File: src/rtl/muldiv_unit.sv
// muldiv_unit: iterative RV32M multiply/divide, fixed 33-cycle latency per op; the divider is built only with MULDIV_DIV_EN.
// No backpressure: start is ignored while busy; without MULDIV_DIV_EN divide ops finish after 1 cycle with illegalOp.
module muldiv_unit #(
    parameter int XLEN = 32
) (
    input  logic            clk,
    input  logic            rst,
    input  logic            start,
    input  logic [2:0]      funct3,
    input  logic [XLEN-1:0] operandA,
    input  logic [XLEN-1:0] operandB,
    input  logic [4:0]      rdIn,
    output logic            busy,
    output logic            done,
    output logic [XLEN-1:0] result,
    output logic [4:0]      rdOut,
    output logic            regWrite,
    output logic            illegalOp
);

`ifdef MULDIV_DIV_EN
    localparam logic DIV_EN = 1'b1;
`else
    localparam logic DIV_EN = 1'b0;
`endif

    localparam logic [5:0] LAST_STEP = 6'(XLEN);

    typedef enum logic [1:0] {
        S_IDLE,
        S_CALC,
        S_DONE
    } state_t;

    state_t              state_q;
    logic                busy_q;
    logic                done_q;
    logic [XLEN-1:0]     res_q;
    logic [4:0]          rdout_q;
    logic                rw_q;
    logic                illop_q;

    logic [2:0]          op_q;
    logic [4:0]          rd_q;
    logic [5:0]          cnt_q;
    logic                neg_q;
    logic                ill_q;
    logic [XLEN-1:0]     mcand_q;
    logic [2*XLEN-1:0]   prod_q;

`ifdef MULDIV_DIV_EN
    logic                a_neg_q;
    logic                b_zero_q;
    logic [XLEN-1:0]     opa_q;
    logic [XLEN-1:0]     dvsr_q;
    logic [XLEN-1:0]     rem_q;
    logic [XLEN-1:0]     quo_q;
    logic [XLEN:0]       div_shift;
    logic [XLEN:0]       div_diff;
    logic [XLEN-1:0]     quo_fix;
    logic [XLEN-1:0]     rem_fix;
`endif

    logic                a_sgn;
    logic                b_sgn;
    logic                a_neg;
    logic                b_neg;
    logic [XLEN-1:0]     abs_a;
    logic [XLEN-1:0]     abs_b;
    logic [XLEN:0]       mul_sum;
    logic [2*XLEN-1:0]   prod_step;
    logic [2*XLEN-1:0]   prod_fix;
    logic [XLEN-1:0]     mul_res;
    logic [XLEN-1:0]     div_res;

    assign busy      = busy_q;
    assign done      = done_q;
    assign result    = res_q;
    assign rdOut     = rdout_q;
    assign regWrite  = rw_q;
    assign illegalOp = illop_q;

    // Both datapaths work on magnitudes; the sign is restored once at the end.
    always_comb begin
        a_sgn = funct3[2] ? ~funct3[0] : (funct3 == 3'b001 || funct3 == 3'b010);
        b_sgn = funct3[2] ? ~funct3[0] : (funct3 == 3'b001);
        a_neg = a_sgn & operandA[XLEN-1];
        b_neg = b_sgn & operandB[XLEN-1];
        abs_a = a_neg ? -operandA : operandA;
        abs_b = b_neg ? -operandB : operandB;
    end

    always_comb begin
        mul_sum   = {1'b0, prod_q[2*XLEN-1:XLEN]} + (prod_q[0] ? {1'b0, mcand_q} : '0);
        prod_step = {mul_sum, prod_q[XLEN-1:1]};
        prod_fix  = neg_q ? -prod_q : prod_q;
        mul_res   = (op_q[1:0] == 2'b00) ? prod_fix[XLEN-1:0] : prod_fix[2*XLEN-1:XLEN];
    end

`ifdef MULDIV_DIV_EN
    // Restoring step: the partial remainder never exceeds the divisor, so XLEN+1 bits suffice.
    always_comb begin
        div_shift = {rem_q, quo_q[XLEN-1]};
        div_diff  = div_shift - {1'b0, dvsr_q};
        quo_fix   = neg_q ? -quo_q : quo_q;
        rem_fix   = a_neg_q ? -rem_q : rem_q;
        if (b_zero_q) begin
            div_res = op_q[1] ? opa_q : '1;
        end else begin
            div_res = op_q[1] ? rem_fix : quo_fix;
        end
    end
`else
    always_comb begin
        div_res = '0;
    end
`endif

    always_ff @(posedge clk) begin
        if (rst) begin
            state_q  <= S_IDLE;
            busy_q   <= 1'b0;
            done_q   <= 1'b0;
            res_q    <= '0;
            rdout_q  <= '0;
            rw_q     <= 1'b0;
            illop_q  <= 1'b0;
            op_q     <= '0;
            rd_q     <= '0;
            cnt_q    <= '0;
            neg_q    <= 1'b0;
            ill_q    <= 1'b0;
            mcand_q  <= '0;
            prod_q   <= '0;
`ifdef MULDIV_DIV_EN
            a_neg_q  <= 1'b0;
            b_zero_q <= 1'b0;
            opa_q    <= '0;
            dvsr_q   <= '0;
            rem_q    <= '0;
            quo_q    <= '0;
`endif
        end else begin
            done_q  <= 1'b0;
            rw_q    <= 1'b0;
            illop_q <= 1'b0;
            case (state_q)
                S_IDLE, S_DONE: begin
                    state_q <= S_IDLE;
                    if (start) begin
                        state_q  <= S_CALC;
                        busy_q   <= 1'b1;
                        op_q     <= funct3;
                        rd_q     <= rdIn;
                        cnt_q    <= '0;
                        neg_q    <= a_neg ^ b_neg;
                        ill_q    <= funct3[2] & ~DIV_EN;
                        mcand_q  <= abs_a;
                        prod_q   <= {{XLEN{1'b0}}, abs_b};
`ifdef MULDIV_DIV_EN
                        a_neg_q  <= a_neg;
                        b_zero_q <= (operandB == '0);
                        opa_q    <= operandA;
                        dvsr_q   <= abs_b;
                        rem_q    <= '0;
                        quo_q    <= abs_a;
`endif
                    end
                end
                S_CALC: begin
                    if (ill_q || cnt_q == LAST_STEP) begin
                        state_q <= S_DONE;
                        busy_q  <= 1'b0;
                        done_q  <= 1'b1;
                        rdout_q <= rd_q;
                        illop_q <= ill_q;
                        rw_q    <= ~ill_q & (rd_q != 5'd0);
                        res_q   <= ill_q ? '0 : (op_q[2] ? div_res : mul_res);
                    end else begin
                        cnt_q  <= cnt_q + 6'd1;
                        prod_q <= prod_step;
`ifdef MULDIV_DIV_EN
                        if (!div_diff[XLEN]) begin
                            rem_q <= div_diff[XLEN-1:0];
                            quo_q <= {quo_q[XLEN-2:0], 1'b1};
                        end else begin
                            rem_q <= div_shift[XLEN-1:0];
                            quo_q <= {quo_q[XLEN-2:0], 1'b0};
                        end
`endif
                    end
                end
                default: state_q <= S_IDLE;
            endcase
        end
    end

endmodule

File: config.mk
export PLATFORM = sky130hd
export DESIGN_NAME = muldiv_unit
export DESIGN_NICKNAME = d
export VERILOG_FILES = /design/src/rtl/muldiv_unit.sv
export SDC_FILE = /design/constraint.sdc
export NUM_CORES = 1
export LEC_CHECK = 0
export ABC_AREA = 1
export BUFFER_PORTS_ARGS = -buffer_cell sky130_fd_sc_hd__clkbuf_2
export CORE_MARGIN = 3
export CORE_UTILIZATION = 45
export DETAILED_ROUTE_END_ITERATION = 16
export GPL_TIMING_DRIVEN = 0
export SETUP_SLACK_MARGIN = 0.05
export SYNTH_ARGS = -nofsm -noshare
export SYNTH_HDL_FRONTEND = slang
export SYNTH_SLANG_ARGS = --single-unit
File: constraint.sdc
create_clock -name clk -period 5.1 [get_ports clk]
set_input_delay 0.51 -clock clk [delete_from_list [all_inputs] [get_ports clk]]
set_output_delay 0.51 -clock clk [all_outputs]
set_load 0.01 [all_outputs]
Word-level counts from Yosys, hierarchy flattened
Cells that the tools add are included.
{"block": "classes", "mux": 22, "reduce_logical": 13, "bitwise_logic": 8, "addsub": 5, "eq_ne": 8}
{"op": "$mux 32", "n": 6}
{"op": "$mux 64", "n": 3}
{"op": "$pmux 64 s2", "n": 1}
{"op": "$neg 32->32", "n": 2}
{"op": "$neg 64->64", "n": 1}
{"op": "$add 32x32->33", "n": 1}
{"op": "$mux 6", "n": 2}
{"op": "$pmux 6 s2", "n": 1}
{"op": "$add 6x1->6 const B", "n": 1}
{"op": "$eq 6x6->1 const B", "n": 1}
{"op": "$mux 1", "n": 6}
{"op": "$ne 2x2->1 const B", "n": 3}
{"op": "$reduce_and 3->1", "n": 2}
{"op": "$reduce_bool 5->1", "n": 1}
{"op": "$logic_not 2->1", "n": 2}
{"op": "$not 1->1", "n": 4}
{"op": "$pmux 2 s2", "n": 1}
{"op": "$reduce_and 2->1", "n": 2}
{"op": "$reduce_or 2->1", "n": 2}
{"op": "$and 1x1->1", "n": 3}
{"op": "$eq 3x1->1 const B", "n": 1}
{"op": "$eq 3x2->1 const B", "n": 1}
{"op": "$reduce_or 3->1", "n": 1}
{"op": "$eq 2x1->1 const B", "n": 1}
{"op": "6 further kinds", "n": 7}
{"block": "word_totals", "word_cells": 70, "input_bits": 75, "reg_bits": 155, "output_inout_bits": 41}

Depth between registers and ports, before layout
{"block": "logic_depth", "word_depth": 6, "ltp_mapped": 18}

Worst setup path after synthesis
OpenSTA, ideal clock, no wires.
{"block": "synth_path", "kind": "register to register", "start": "register prod_q[0]", "end": "register prod_q[63]", "stages_incl_launch_ff": 19, "slack_ps": 2769, "arrival_time_ps": 2261, "path_cell_list": "dfxtp_1 > buf_6 > clkbuf_1 > nand2_1 > inv_1 > ha_1 > inv_1 > fa_1 > inv_1 > nand3_1 > nand3_1 > nand2_1 > nand2_1 > inv_1 > o21ai_0 > nand2_1 > nand2_1 > nand2_1 > a21oi_1"}
{"block": "synth_via", "elab_chain_cells": 4}
{"item": "from (decl)", "line_no": "49", "source": "logic [2*XLEN-1:0] prod_q;"}
{"item": "from (signal assigned)", "line_no": "159", "source": "prod_q <= {{XLEN{1'b0}}, abs_b};"}
{"item": "from (signal assigned)", "line_no": "181", "source": "prod_q <= prod_step;"}
{"item": "$mux 32", "line_no": "94", "source": "mul_sum = {1'b0, prod_q[2*XLEN-1:XLEN]} + (prod_q[0] ? {1'b0, mcand_q} : '0);"}
{"item": "$add 32x32->33", "line_no": "94"}
{"item": "$mux 64", "line_no": "171", "source": "if (ill_q || cnt_q == LAST_STEP) begin"}
{"item": "$pmux 64 s2", "line_no": "147", "source": "case (state_q)"}
Every way passes these cells. The select of a mux whose other input is x is not followed.
A chain may end at the register's enable or synchronous reset.

Worst setup path in the final report
Ends and elaborated chain as after synthesis.

==> results.yml <==
status:
  status: "completed"
critical_path:
  cp.arrival_ns: 3.19
  critical_path_class: "reg2reg"
  start_kind: "register"
  r2r_slack_ns: 2.27
  endpoint: "prod_q[63]$_SDFFE_PP0P_"
  path_max_fanout: 10
  worstRegToRegCells: 18
  cp-startpoint: "prod_q[0]$_SDFFE_PP0P_"
  cp.required_ns: 5.46
  end_kind: "register"
  timing.rr.end: "prod_q[63]$_SDFFE_PP0P_"
  crit-reg2reg-launch: "prod_q[0]$_SDFFE_PP0P_"
timing:
  post-route-min-period_ns: 2.83
  setup_viol: 0
  maxSlewViolCount: 0
  clock_skew_ns: 0.0157
  rsz0062_at_grt: "false"
  clock.fmax_mhz: 353
  final_hold_viol_count: 0
  period_share_pct: 55.5
  relSlewSlack_pct: 48.5
  worstMarginPinSlew_ns: 0.770
  fin_setup_tns_ns: 0
  layout_setup_ws_ns: 2.27
route:
  first_iter_violations: 1380
  ant_nets: 0
  route.detailed.drc: 0
  wirelength_um: 47900
  wl_per_cell_um: 17.3
  vias: 14800
  vias_per_cell: 5.36
  first_pass_iters: 5
floorplan:
  io_pins: 116
  start_util_pct: 46.4
  die_y_um: 174
  rows: 60
  core-area_um2: 27300
  die_w_um: 174
  die_area_um2: 30200
global_route:
  grt_pass1_vias: 13800
  antenna_found_initial: 0
  grt_usage_pct: 30.8
  grt_overflow: 0
  grt_max_degree: 17
  grt_pass1_wl_um: 74100
placement:
  dpl.hpwl_um: 38800
  dp_slack_ns: 2.30
  placed_cells: 2735
  portBuffers: 115
  gp_congestion: 0.984
power:
  p_leak_nw: 7.50
  vdd_drop_max_uv: 174
  cellPowerDensity_nw_per_um2: 257
  p_total_mw: 3.69
run:
  drv_cap: 0
cts:
  clk_latency_ns: 0.44
  clk_path_buf_depth: 2
  post_cts_buffers: 0
  numCtsBuffers: 17
  cts_sinks: 154
  cts_tree: "done"
  ctsResizeCount: 0
  h-tree-depth: 4
  ctsRootBufferMaster: "clkbuf_16"
  cts_hold_buf: 0
  clkSlewWorstSetupHoldPaths_ns: 0.07
min_path:
  hold_class: "in2reg"
yosys:
  syn_inst: 2248
  synthesis.area_um2: 12700
  synth-warning-count: 0
  ys_types: 47
  synth_area_per_cell_um2: 5.64
  ys.flop_type: "dfxtp_1"
  synth_nets: 2361
  synth_edf_count: 0
  ys_ff_latch: 154
  yosysSeqAreaShare_pct: 24.3
  synthArstFlopShare_pct: 0
finish:
  area_growth_pct: 12.9
  finalNetCount: 2495
  antennaDiodeCount: 0
  drive_gt1_share_pct: 10.1
  mostFrequentLayoutCell: "nand2_1"
  final_cells: 2767
  final_cell_mix: "nand2_1 (730), inv_1 (325), nor2_1 (231)"
-- kinds of logic after synthesis --
kind of cell / Yosys count / synth area share, %
buffers and inverters: 403 / 12.7
adders and majority gates: 38 / 3.81
xor gates and xnor gates: 26 / 1.80
AOI/OAI and AO/OA: 317 / 13.1
and+or+nand+nor: 1310 / 44.3
DFF: 154 / 24.3
-- layout make-up --
cell class                      count  area (um^2)
Sequential cell                   154         3080
Tap cell                          372          465
Clock buffer                       19          443
Fill cell                        3081        13000
Timing Repair Buffer              115          576
Buffer                             69          350
Inverter                          334         1260
Clock inverter                     13          150
Multi-Input combinational cell   1691         7990
-- worst min-delay path by stage --
stage                          from                   end  slack, ns  cells after the start
6_report                    rdIn[3]  rd_q[3]$_SDFFE_PP0P_       0.27                      3
5_1_grt                     rdIn[1]  rd_q[1]$_SDFFE_PP0P_       0.28                      3
4_1_cts                     rdIn[3]  rd_q[3]$_SDFFE_PP0P_       0.27                      3
3_5_place_dp   op_q[0]$_SDFFE_PP0P_  op_q[0]$_SDFFE_PP0P_       0.44                      2
3_3_place_gp   op_q[0]$_SDFFE_PP0P_  op_q[0]$_SDFFE_PP0P_       0.43                      2
2_1_floorplan  op_q[0]$_SDFFE_PP0P_  op_q[0]$_SDFFE_PP0P_       0.42                      2
-- synth_stat cells (2+ instances only) --
cell type	count	area [um^2]
o21ai_0	117	586
a31oi_1	9	56.3
and2_1	2	12.5
or2_2	3	18.8
xor2_1	21	184
nand2_1	730	2740
nor4_1	4	25.0
o211ai_1	7	52.6
a21oi_1	151	756
nor2_4	11	124
nor2_2	12	75.1
nor2_1	231	867
o21ai_1	13	65.1
buf_6	4	45.0
xnor2_1	5	43.8
o21a_1	2	15.0
o22ai_1	2	12.5
buf_4	7	52.6
nor3_1	26	130
nand2_2	7	43.8
ha_1	37	463
clkbuf_1	30	113
nand3_1	228	1140
o31ai_1	3	22.5
inv_1	325	1220
nand2_4	4	45.0
nand4_1	32	200
buf_2	28	140
a22oi_1	2	15.0
nand3_2	2	20.0
inv_2	6	22.5
dfxtp_1	154	3080
clkinv_1	2	7.51
o21bai_1	4	30.0
nor3_2	3	30.0
nand3b_1	9	67.6
o21ai_2	3	26.3
a21o_1	3	22.5
-- routing by layer --
layer	part of all wire [%]	GRT usage (%)	up-vias	wire length (um)
met4	3.7	11.8	0	1750
met5	0	0	-	0
met1	43	39.2	6797	20500
met3	6.2	3.31	98	2960
met2	47	53.6	519	22700
li1	-	-	7429	-
-- power breakdown --
group	total (mW)	switching, mW	internal, mW	leakage (nW)
logic	0.993	0.691	0.302	5.95
registers	1.37	0.0977	1.27	1.26
clock network	1.32	0.610	0.711	0.292
-- metrics by stage --
stage	hold slack (ns)	cell area (um^2)	utilization, %
2_1_floorplan	0.420	12700	-
3_3_place_gp	0.431	13700	50.2
3_5_place_dp	0.439	13700	50.2
4_1_cts	0.270	14300	52.4
5_1_grt	0.278	14300	52.4
6_report	0.274	14300	52.4
-- flip-flops by register name, indices dropped and copies added, names as in the netlist, 2 cells and up --
register / count
cnt_q: 6
mcand_q: 32
op_q: 3
prod_q: 64
rdOut: 5
rd_q: 5
result: 32
state_q: 2
-- critical path, stage by stage, from the launching register on --
cell      delay [ns]
dfxtp_1         0.32
buf_6           0.14
clkbuf_1        0.33
nand2_1         0.09
inv_1           0.07
ha_1            0.16
inv_1           0.06
fa_1            0.39
inv_1           0.10
nand3_1         0.07
nand3_1         0.16
nand2_1         0.08
nand2_1         0.13
inv_1           0.07
o21ai_0         0.24
nand2_1         0.08
nand2_1         0.10
nand2_1         0.05
a21oi_1         0.12
Power figures use the tool's default switching activity.
